===== config.mk =====
export PLATFORM = sky130hd
export DESIGN_NAME = io_hub_flat
export DESIGN_NICKNAME = d
export VERILOG_FILES = /design/src/rtl/io_hub_pkg.sv /design/src/rtl/io_hub_if.sv /design/src/rtl/io_hub_ce_div.sv /design/src/rtl/io_hub.sv /design/src/flat_wrapper.sv
export SDC_FILE = /design/constraint.sdc
export NUM_CORES = 1
export LEC_CHECK = 0
export ABC_AREA = 1
export CAP_MARGIN = 20
export CORE_AREA = 2 2 144 118
export CTS_CLUSTER_DIAMETER = 30
export DETAILED_ROUTE_END_ITERATION = 6
export DIE_AREA = 0 0 146 120
export HOLD_SLACK_MARGIN = 0.02
export PLACE_DENSITY = 0.83
export RECOVER_POWER = 100
export SLEW_MARGIN = 20
export SYNTH_ARGS = -nofsm -noshare
export SYNTH_HDL_FRONTEND = slang
export SYNTH_SLANG_ARGS = --single-unit
export TNS_END_PERCENT = 50

===== constraint.sdc =====
create_clock -name clk_in -period 3.12 [get_ports clk_in]
set_clock_uncertainty 0.1 [all_clocks]
set_input_delay 0.624 -clock clk_in [delete_from_list [all_inputs] [get_ports clk_in]]
set_output_delay 0.624 -clock clk_in [all_outputs]
set_load 0.05 [all_outputs]

===== src/rtl/io_hub_pkg.sv =====
`default_nettype none
// ============================================================================
// io_hub_pkg : shared state encoding and local register map for io_hub.
// Rev 1.0
// ============================================================================
package io_hub_pkg;

  typedef enum logic [1:0] {
    ST_IDLE   = 2'd0,
    ST_ACCESS = 2'd1,
    ST_RESP   = 2'd2
  } hub_state_e;

  // Local register map: divider k lives at DIV_BASE + k, status right after the dividers.
  localparam int DIV_BASE = 0;

  function automatic int status_offset(input int num_ch);
    return DIV_BASE + num_ch;
  endfunction

endpackage
`default_nettype wire


===== src/rtl/io_hub_if.sv =====
`default_nettype none
// ============================================================================
// io_hub_if : CPU request/response and peripheral channel signals of io_hub.
// Rev 1.0
// ============================================================================
interface io_hub_if #(
  parameter int NUM_CH = 2,
  parameter int DATA_W = 32,
  parameter int ADDR_W = 16
);
  localparam int SEL_W = $clog2(NUM_CH + 1);
  localparam int OFF_W = ADDR_W - SEL_W;

  logic                     req_valid;
  logic                     req_ready;
  logic                     req_we;
  logic [ADDR_W-1:0]        req_addr;
  logic [DATA_W-1:0]        req_wdata;
  logic                     rsp_valid;
  logic                     rsp_ready;
  logic [DATA_W-1:0]        rsp_rdata;
  logic                     rsp_err;
  logic [NUM_CH-1:0]        p_sel;
  logic                     p_we;
  logic [OFF_W-1:0]         p_addr;
  logic [DATA_W-1:0]        p_wdata;
  logic [NUM_CH-1:0]        p_ready;
  logic [NUM_CH*DATA_W-1:0] p_rdata;
  logic [NUM_CH-1:0]        ce;

  // CPU and peripheral side, driving requests and completions into the hub.
  modport master (
    output req_valid, req_we, req_addr, req_wdata, rsp_ready, p_ready, p_rdata,
    input  req_ready, rsp_valid, rsp_rdata, rsp_err, p_sel, p_we, p_addr, p_wdata, ce
  );

  modport slave (
    input  req_valid, req_we, req_addr, req_wdata, rsp_ready, p_ready, p_rdata,
    output req_ready, rsp_valid, rsp_rdata, rsp_err, p_sel, p_we, p_addr, p_wdata, ce
  );

endinterface
`default_nettype wire


===== src/rtl/io_hub_ce_div.sv =====
`default_nettype none
// ============================================================================
// io_hub_ce_div : programmable clock-enable, one pulse every div+1 cycles.
// Rev 1.0
// ============================================================================
module io_hub_ce_div #(
  parameter int DIV_W   = 16,
  parameter int DIV_RST = 15
) (
  input  logic             clk_in,
  input  logic             rst,
  input  logic             load,
  input  logic [DIV_W-1:0] load_val,
  output logic             ce,
  output logic [DIV_W-1:0] div
);
  logic [DIV_W-1:0] div_q, div_d;
  logic [DIV_W-1:0] cnt_q, cnt_d;

  always_comb begin
    ce    = (cnt_q == div_q);
    div_d = div_q;
    cnt_d = ce ? '0 : cnt_q + 1'b1;
    // A new divisor restarts the period from a cleared counter.
    if (load) begin
      div_d = load_val;
      cnt_d = '0;
    end
  end

  always_ff @(posedge clk_in or negedge rst) begin
    if (!rst) begin
      div_q <= DIV_W'(DIV_RST);
      cnt_q <= '0;
    end else begin
      div_q <= div_d;
      cnt_q <= cnt_d;
    end
  end

  assign div = div_q;

endmodule
`default_nettype wire


===== src/rtl/io_hub.sv =====
`default_nettype none
// ============================================================================
// io_hub : decodes CPU requests onto NUM_CH valid/ready peripheral channels,
//          with access timeout, sticky status and per-channel clock enables.
// Rev 1.0
// ============================================================================
module io_hub
  import io_hub_pkg::*;
#(
  parameter int NUM_CH  = 2,
  parameter int DATA_W  = 32,
  parameter int ADDR_W  = 16,
  parameter int DIV_W   = 16,
  parameter int DIV_RST = 15,
  parameter int TIMEOUT = 255
) (
  input  logic    clk_in,
  input  logic    rst,
  io_hub_if.slave bus
);
  localparam int SEL_W      = $clog2(NUM_CH + 1);
  localparam int OFF_W      = ADDR_W - SEL_W;
  localparam int TCNT_W     = (TIMEOUT > 1) ? $clog2(TIMEOUT) : 1;
  localparam int STATUS_OFF = status_offset(NUM_CH);

  hub_state_e          state_q, state_d;
  logic                req_ready_q, req_ready_d;
  logic                rsp_valid_q, rsp_valid_d;
  logic                rsp_err_q, rsp_err_d;
  logic [DATA_W-1:0]   rsp_rdata_q, rsp_rdata_d;
  logic [NUM_CH-1:0]   p_sel_q, p_sel_d;
  logic                p_we_q, p_we_d;
  logic [OFF_W-1:0]    p_addr_q, p_addr_d;
  logic [DATA_W-1:0]   p_wdata_q, p_wdata_d;
  logic [TCNT_W-1:0]   tcnt_q, tcnt_d;
  logic [NUM_CH-1:0]   tflag_q, tflag_d;

  logic [SEL_W-1:0]    req_sel;
  logic [OFF_W-1:0]    req_off;
  logic [DATA_W-1:0]   local_rdata;
  logic [DATA_W-1:0]   sel_rdata;
  logic                sel_ready;
  logic [NUM_CH-1:0]   div_load;
  logic [NUM_CH-1:0]   ce_vec;
  logic [DIV_W-1:0]    div_val [NUM_CH];

  assign req_sel = bus.req_addr[ADDR_W-1 -: SEL_W];
  assign req_off = bus.req_addr[OFF_W-1:0];

  always_comb begin
    local_rdata = '0;
    for (int k = 0; k < NUM_CH; k++) begin
      if (req_off == OFF_W'(DIV_BASE + k)) local_rdata = DATA_W'(div_val[k]);
    end
    if (req_off == OFF_W'(STATUS_OFF)) local_rdata = DATA_W'(tflag_q);
  end

  // p_sel_q is one-hot, so masking p_ready with it ignores idle channels.
  assign sel_ready = |(bus.p_ready & p_sel_q);

  always_comb begin
    sel_rdata = '0;
    for (int k = 0; k < NUM_CH; k++) begin
      if (p_sel_q[k]) sel_rdata = bus.p_rdata[k*DATA_W +: DATA_W];
    end
  end

  always_comb begin
    state_d     = state_q;
    req_ready_d = req_ready_q;
    rsp_valid_d = rsp_valid_q;
    rsp_err_d   = rsp_err_q;
    rsp_rdata_d = rsp_rdata_q;
    p_sel_d     = p_sel_q;
    p_we_d      = p_we_q;
    p_addr_d    = p_addr_q;
    p_wdata_d   = p_wdata_q;
    tcnt_d      = tcnt_q;
    tflag_d     = tflag_q;
    div_load    = '0;

    unique case (state_q)
      ST_IDLE: begin
        if (bus.req_valid) begin
          req_ready_d = 1'b0;
          p_we_d      = bus.req_we;
          p_addr_d    = req_off;
          p_wdata_d   = bus.req_wdata;
          rsp_err_d   = 1'b0;
          rsp_rdata_d = '0;
          tcnt_d      = '0;
          if (req_sel < SEL_W'(NUM_CH)) begin
            state_d = ST_ACCESS;
            for (int k = 0; k < NUM_CH; k++) p_sel_d[k] = (req_sel == SEL_W'(k));
          end else if (req_sel == SEL_W'(NUM_CH)) begin
            state_d     = ST_RESP;
            rsp_valid_d = 1'b1;
            if (bus.req_we) begin
              for (int k = 0; k < NUM_CH; k++) div_load[k] = (req_off == OFF_W'(DIV_BASE + k));
              if (req_off == OFF_W'(STATUS_OFF)) tflag_d = tflag_q & ~NUM_CH'(bus.req_wdata);
            end else begin
              rsp_rdata_d = local_rdata;
            end
          end else begin
            state_d     = ST_RESP;
            rsp_valid_d = 1'b1;
            rsp_err_d   = 1'b1;
          end
        end
      end

      ST_ACCESS: begin
        if (sel_ready) begin
          state_d     = ST_RESP;
          rsp_valid_d = 1'b1;
          rsp_err_d   = 1'b0;
          rsp_rdata_d = p_we_q ? '0 : sel_rdata;
          p_sel_d     = '0;
        end else if (tcnt_q == TCNT_W'(TIMEOUT - 1)) begin
          state_d     = ST_RESP;
          rsp_valid_d = 1'b1;
          rsp_err_d   = 1'b1;
          rsp_rdata_d = '0;
          tflag_d     = tflag_q | p_sel_q;
          p_sel_d     = '0;
        end else begin
          tcnt_d = tcnt_q + 1'b1;
        end
      end

      ST_RESP: begin
        if (bus.rsp_ready) begin
          state_d     = ST_IDLE;
          rsp_valid_d = 1'b0;
          req_ready_d = 1'b1;
        end
      end

      default: begin
        state_d     = ST_IDLE;
        req_ready_d = 1'b1;
        rsp_valid_d = 1'b0;
        p_sel_d     = '0;
      end
    endcase
  end

  always_ff @(posedge clk_in or negedge rst) begin
    if (!rst) begin
      state_q     <= ST_IDLE;
      req_ready_q <= 1'b1;
      rsp_valid_q <= 1'b0;
      rsp_err_q   <= 1'b0;
      rsp_rdata_q <= '0;
      p_sel_q     <= '0;
      p_we_q      <= 1'b0;
      p_addr_q    <= '0;
      p_wdata_q   <= '0;
      tcnt_q      <= '0;
      tflag_q     <= '0;
    end else begin
      state_q     <= state_d;
      req_ready_q <= req_ready_d;
      rsp_valid_q <= rsp_valid_d;
      rsp_err_q   <= rsp_err_d;
      rsp_rdata_q <= rsp_rdata_d;
      p_sel_q     <= p_sel_d;
      p_we_q      <= p_we_d;
      p_addr_q    <= p_addr_d;
      p_wdata_q   <= p_wdata_d;
      tcnt_q      <= tcnt_d;
      tflag_q     <= tflag_d;
    end
  end

  for (genvar k = 0; k < NUM_CH; k++) begin : g_ce
    io_hub_ce_div #(
      .DIV_W   (DIV_W),
      .DIV_RST (DIV_RST)
    ) u_ce_div (
      .clk_in   (clk_in),
      .rst      (rst),
      .load     (div_load[k]),
      .load_val (DIV_W'(bus.req_wdata)),
      .ce       (ce_vec[k]),
      .div      (div_val[k])
    );
  end

  assign bus.req_ready = req_ready_q;
  assign bus.rsp_valid = rsp_valid_q;
  assign bus.rsp_err   = rsp_err_q;
  assign bus.rsp_rdata = rsp_rdata_q;
  assign bus.p_sel     = p_sel_q;
  assign bus.p_we      = p_we_q;
  assign bus.p_addr    = p_addr_q;
  assign bus.p_wdata   = p_wdata_q;
  assign bus.ce        = ce_vec;

endmodule
`default_nettype wire


===== src/flat_wrapper.sv =====
// flat-port wrapper written by rule: the top's interface ports become plain ports
module io_hub_flat import io_hub_pkg::*;
#(
  parameter int NUM_CH  = 2,
  parameter int DATA_W  = 32,
  parameter int ADDR_W  = 16,
  parameter int DIV_W   = 16,
  parameter int DIV_RST = 15,
  parameter int TIMEOUT = 255
)
  (clk_in, rst, bus_req_valid, bus_req_we, bus_req_addr, bus_req_wdata, bus_rsp_ready, bus_p_ready, bus_p_rdata, bus_req_ready, bus_rsp_valid, bus_rsp_rdata, bus_rsp_err, bus_p_sel, bus_p_we, bus_p_addr, bus_p_wdata, bus_ce);
  io_hub_if #(.NUM_CH(NUM_CH), .DATA_W(DATA_W), .ADDR_W(ADDR_W)) bus_i ();
  input  logic clk_in;
  input  logic rst;
  input wire logic [$bits(bus_i.req_valid)-1:0] bus_req_valid;
  input wire logic [$bits(bus_i.req_we)-1:0] bus_req_we;
  input wire logic [$bits(bus_i.req_addr)-1:0] bus_req_addr;
  input wire logic [$bits(bus_i.req_wdata)-1:0] bus_req_wdata;
  input wire logic [$bits(bus_i.rsp_ready)-1:0] bus_rsp_ready;
  input wire logic [$bits(bus_i.p_ready)-1:0] bus_p_ready;
  input wire logic [$bits(bus_i.p_rdata)-1:0] bus_p_rdata;
  output wire logic [$bits(bus_i.req_ready)-1:0] bus_req_ready;
  output wire logic [$bits(bus_i.rsp_valid)-1:0] bus_rsp_valid;
  output wire logic [$bits(bus_i.rsp_rdata)-1:0] bus_rsp_rdata;
  output wire logic [$bits(bus_i.rsp_err)-1:0] bus_rsp_err;
  output wire logic [$bits(bus_i.p_sel)-1:0] bus_p_sel;
  output wire logic [$bits(bus_i.p_we)-1:0] bus_p_we;
  output wire logic [$bits(bus_i.p_addr)-1:0] bus_p_addr;
  output wire logic [$bits(bus_i.p_wdata)-1:0] bus_p_wdata;
  output wire logic [$bits(bus_i.ce)-1:0] bus_ce;
  assign bus_i.req_valid = bus_req_valid;
  assign bus_i.req_we = bus_req_we;
  assign bus_i.req_addr = bus_req_addr;
  assign bus_i.req_wdata = bus_req_wdata;
  assign bus_i.rsp_ready = bus_rsp_ready;
  assign bus_i.p_ready = bus_p_ready;
  assign bus_i.p_rdata = bus_p_rdata;
  assign bus_req_ready = bus_i.req_ready;
  assign bus_rsp_valid = bus_i.rsp_valid;
  assign bus_rsp_rdata = bus_i.rsp_rdata;
  assign bus_rsp_err = bus_i.rsp_err;
  assign bus_p_sel = bus_i.p_sel;
  assign bus_p_we = bus_i.p_we;
  assign bus_p_addr = bus_i.p_addr;
  assign bus_p_wdata = bus_i.p_wdata;
  assign bus_ce = bus_i.ce;
  io_hub #(.NUM_CH(NUM_CH), .DATA_W(DATA_W), .ADDR_W(ADDR_W), .DIV_W(DIV_W), .DIV_RST(DIV_RST), .TIMEOUT(TIMEOUT)) u_core (.clk_in(clk_in), .rst(rst), .bus(bus_i));
endmodule

==> metrics.csv <==
metric,value,unit
Root Buffer,clkbuf_16,
WP data required,2400,ps
CTS resizes,0,
GRT Util Overall,27.17,%
worst skew pair latency,430,ps
vias in the first global route,7484,
failing checks,"max-capacitance violations, max-slew violations",
Ys Warns,0,
synth top area cells,"dfrtp_1 45%, nand2_1 13%, nor2_1 5.7%",
cells after synthesis,1053,
Post-Syn Area per Cell,7.903,um2
met3 WL,1.667,mm
final cell count without fillers,1481,
leading area contributor after synthesis,dfrtp_1,
Post-Route M1 WL,10.24,mm
Initial Utilization,51.41,%
Synth Net Count,1176,
dpl cell area,10560,um2
Core ar.,16190,um2
global route overflow,0,
library cell with the highest instance count after synthesis,nand2_1,
htree depth,4,
Crit path largest cell delay,470,ps
cts hold-fix bufs,0,
Arrival @ worst endpoint,2010,ps
Num CTS Buffers,17,
Slew @ Worst Pin,1773,ps
final hold vios,0,
fin crit share,87.60,%
fin worst setup slack,386.8,ps
layout cells sized above 1,7.058,%
setup bufs post-CTS,0,
Area Growth Syn to Fin,33.14,%
worst min path class,reg2reg,
Antenna diodes,0,
die area,17520,um2
area of the multi-input gates,3642,um2
cell family with most CP delay,simple AND/OR/NAND/NOR gates,
Storage cell area,4015,um2
Port Buf Inserts,204,
Clk network pwr share,23.4,%
pre-CTS WS,421.7,ps
Max Cap Viol,1,
# fillers,1363,
Power Total,9.051,mW
top cell type's share of synthesized area,45.41,%
initial antenna violation count,0,
final setup fails,0,
clk slew on worst S/H paths,70,ps
Total Neg Setup Slack,0,ps
routed len/inst,15.56,um
Slew headroom,-18.20,%
CP Launch Type,register,
dpl cells,1449,
IO Pins,205,
HPWL after DPL,17.26,mm
Gate power share,44.9,%
global-route wire length before repair,38.06,mm
First DRT Iteration DRCs,556,
synthesis-stage register bit count,160,
Yosys cell types,38,
sequential power share,31.8,%
Pre-antenna DRT Iters,5,
Critical Path Fanout Max,9,
Clock Path Buffers,2,
Pwr Density,816.9,nW/um2
crit path buf inv count,3,
largest net degree at the start of global routing,69,
clk sinks,160,
Die Y,120,um
detailed-route via count,7625,
Switch Pwr,4.080,mW
Crit Path Class,reg2out,
fmax,365.9,MHz
DRT antenna net count,0,
drc violations,0,
status,"finished, violations left",
CTS tree,yes,
Pins Over Slew Limit,67,
Final min period,2733,ps
Most used DFF post-synth,dfrtp_1,
"Critical Path, Cell by Cell",inv_1 > nand2_1 > nand2_1 > a21oi_1 > nand2_1 > nor2_1 > nand2_1 > inv_1 > clkbuf_2,
row count,42,
Critical Path End Type,primary output,
Final #Nets,1371,
Final Routed Wirelength,23.04,mm
top post-synthesis cells by count,"299 x nand2_1, 151 x dfrtp_1, 126 x nor2_1",
Max Used Layer,met4,
GPL Wtd Cong,0.9502,
Die W,146,um
Pleak,5.233,nW
"EDFF count, synth",0,
via/cell ratio,5.149,
"Design Area, Final",11080,um2
sequential area share after synthesis,48.25,%
WL met2,10.77,mm
RSZ-0062 raised after global routing,no,
Internal Dissipation,4.971,mW
crit-path most repeated cell,nand2_1,
Worst path slowest cell,dfrtp_1,
VDD IR max,0.5798,mV
async set or reset register ratio after synthesis,100.0,%
Net Sw Frac,45.08,%
mapped cell area,8322,um2
cell families after synthesis:
family	after synthesis	synth area share [%]
and+or+nand+nor	541	27.68
xor gates and xnor gates	49	5.157
buffers and inverters	149	7.458
adders and majority gates	4	0.6014
AOI/OAI and AO/OA	150	10.86
DFF	160	48.25
registers in the layout (all words and copies together) (netlist names), 2 cells and up:
| signal | cells |
|---|---|
| u_core.bus.p_addr | 14 |
| u_core.bus.p_sel | 2 |
| u_core.bus.p_wdata | 32 |
| u_core.g_ce.u_ce_div.div | 32 |
| u_core.bus.rsp_rdata | 32 |
| u_core.tflag_q | 2 |
| u_core.g_ce.u_ce_div.cnt_q | 32 |
| u_core.state_q | 2 |
| u_core.tcnt_q | 8 |
per-layer routing:
metal | global-route usage [%] | up-vias
met3 | 7.110 | 29
met5 | 0 | -
li1 | - | 3745
met2 | 43.84 | 268
met1 | 36.65 | 3583
met4 | 7.403 | 0
metrics by stage:
| stage | util (%) | hold slack (ps) |
|---|---|---|
| floorplan | - | 228.4 |
| global placement | 65.21 | 354.9 |
| detailed placement | 65.21 | 359.1 |
| CTS | 68.88 | 116.5 |
| global route | 68.45 | 398.0 |
| finish | 68.45 | 367.9 |
power by group through the flow:
stage               Combinational [mW]  Sequential, mW  Clock, mW
floorplan                         1.41            4.38          0
global placement                  4.23            2.91          0
detailed placement                4.29            2.93          0
CTS                               4.32            2.90       2.13
global route                      4.36            2.94       2.23
finish                            4.06            2.87       2.12
worst reg2reg max path: cells and delay by family, from the launching register on:
kind,cells,cell delay [ps]
and+or+nand+nor,6,1270
buffers and inverters,4,510
DFF,1,400
AOI/OAI and AO/OA,1,150
placed cells by master, fill, tap and decap left out, types with 2 or more instances in the layout:
cell type          n
nand2_1          300
dfrtp_1          151
nor2_1           127
clkdlybuf4s50_1  115
inv_1             91
dlygate4sd3_1     86
o21ai_0           76
nand3_1           60
xor2_1            43
a22oi_1           32
a21oi_1           19
clkbuf_16         17
clkinv_1          15
nand4_1           13
nor2_2            13
nand3b_1          11
buf_4             10
a21oi_2            9
dfstp_2            9
nor3_1             7
xnor2_1            6
o21ai_1            6
o31ai_1            5
clkbuf_2           5
ha_1               4
inv_6              4
or2_2              3
clkinv_2           3
bufinv_16          2
clkinvlp_4         2
clkinv_4           2
buf_12             2
layout make-up:
type	count	share of cell area (%)
multi-input combinational	744	32.87
clock inverter	14	1.389
tap	220	2.484
sequential	160	36.24
timing repair buffer	219	19.46
inverter	106	3.591
clock buffer	18	3.964
final timing paths:
| check | startpoint | end | slack [ps] | cells after the start |
|---|---|---|---|---|
| max | u_core.g_ce[0].u_ce_div.cnt_q[8]$_DFF_PN0_ | bus_ce[0] | 390 | 9 |
| max reg2reg | u_core.state_q[0]$_DFFE_PN0P_ | u_core.bus.rsp_valid$_DFFE_PN0P_ | 580 | 11 |
| min in group asynchronous | rst | u_core.bus.rsp_rdata[8]$_DFFE_PN0P_ | 570 | 1 |
| max in group asynchronous | rst | u_core.g_ce[0].u_ce_div.div[3]$_DFFE_PN1N_ | 1250 | 2 |
| min reg2reg | u_core.bus.req_ready$_DFFE_PN1P_ | u_core.bus.req_ready$_DFFE_PN1P_ | 370 | 2 |
| min | u_core.bus.req_ready$_DFFE_PN1P_ | u_core.bus.req_ready$_DFFE_PN1P_ | 370 | 2 |
Note: power is estimated with default switching activity, not from simulation.
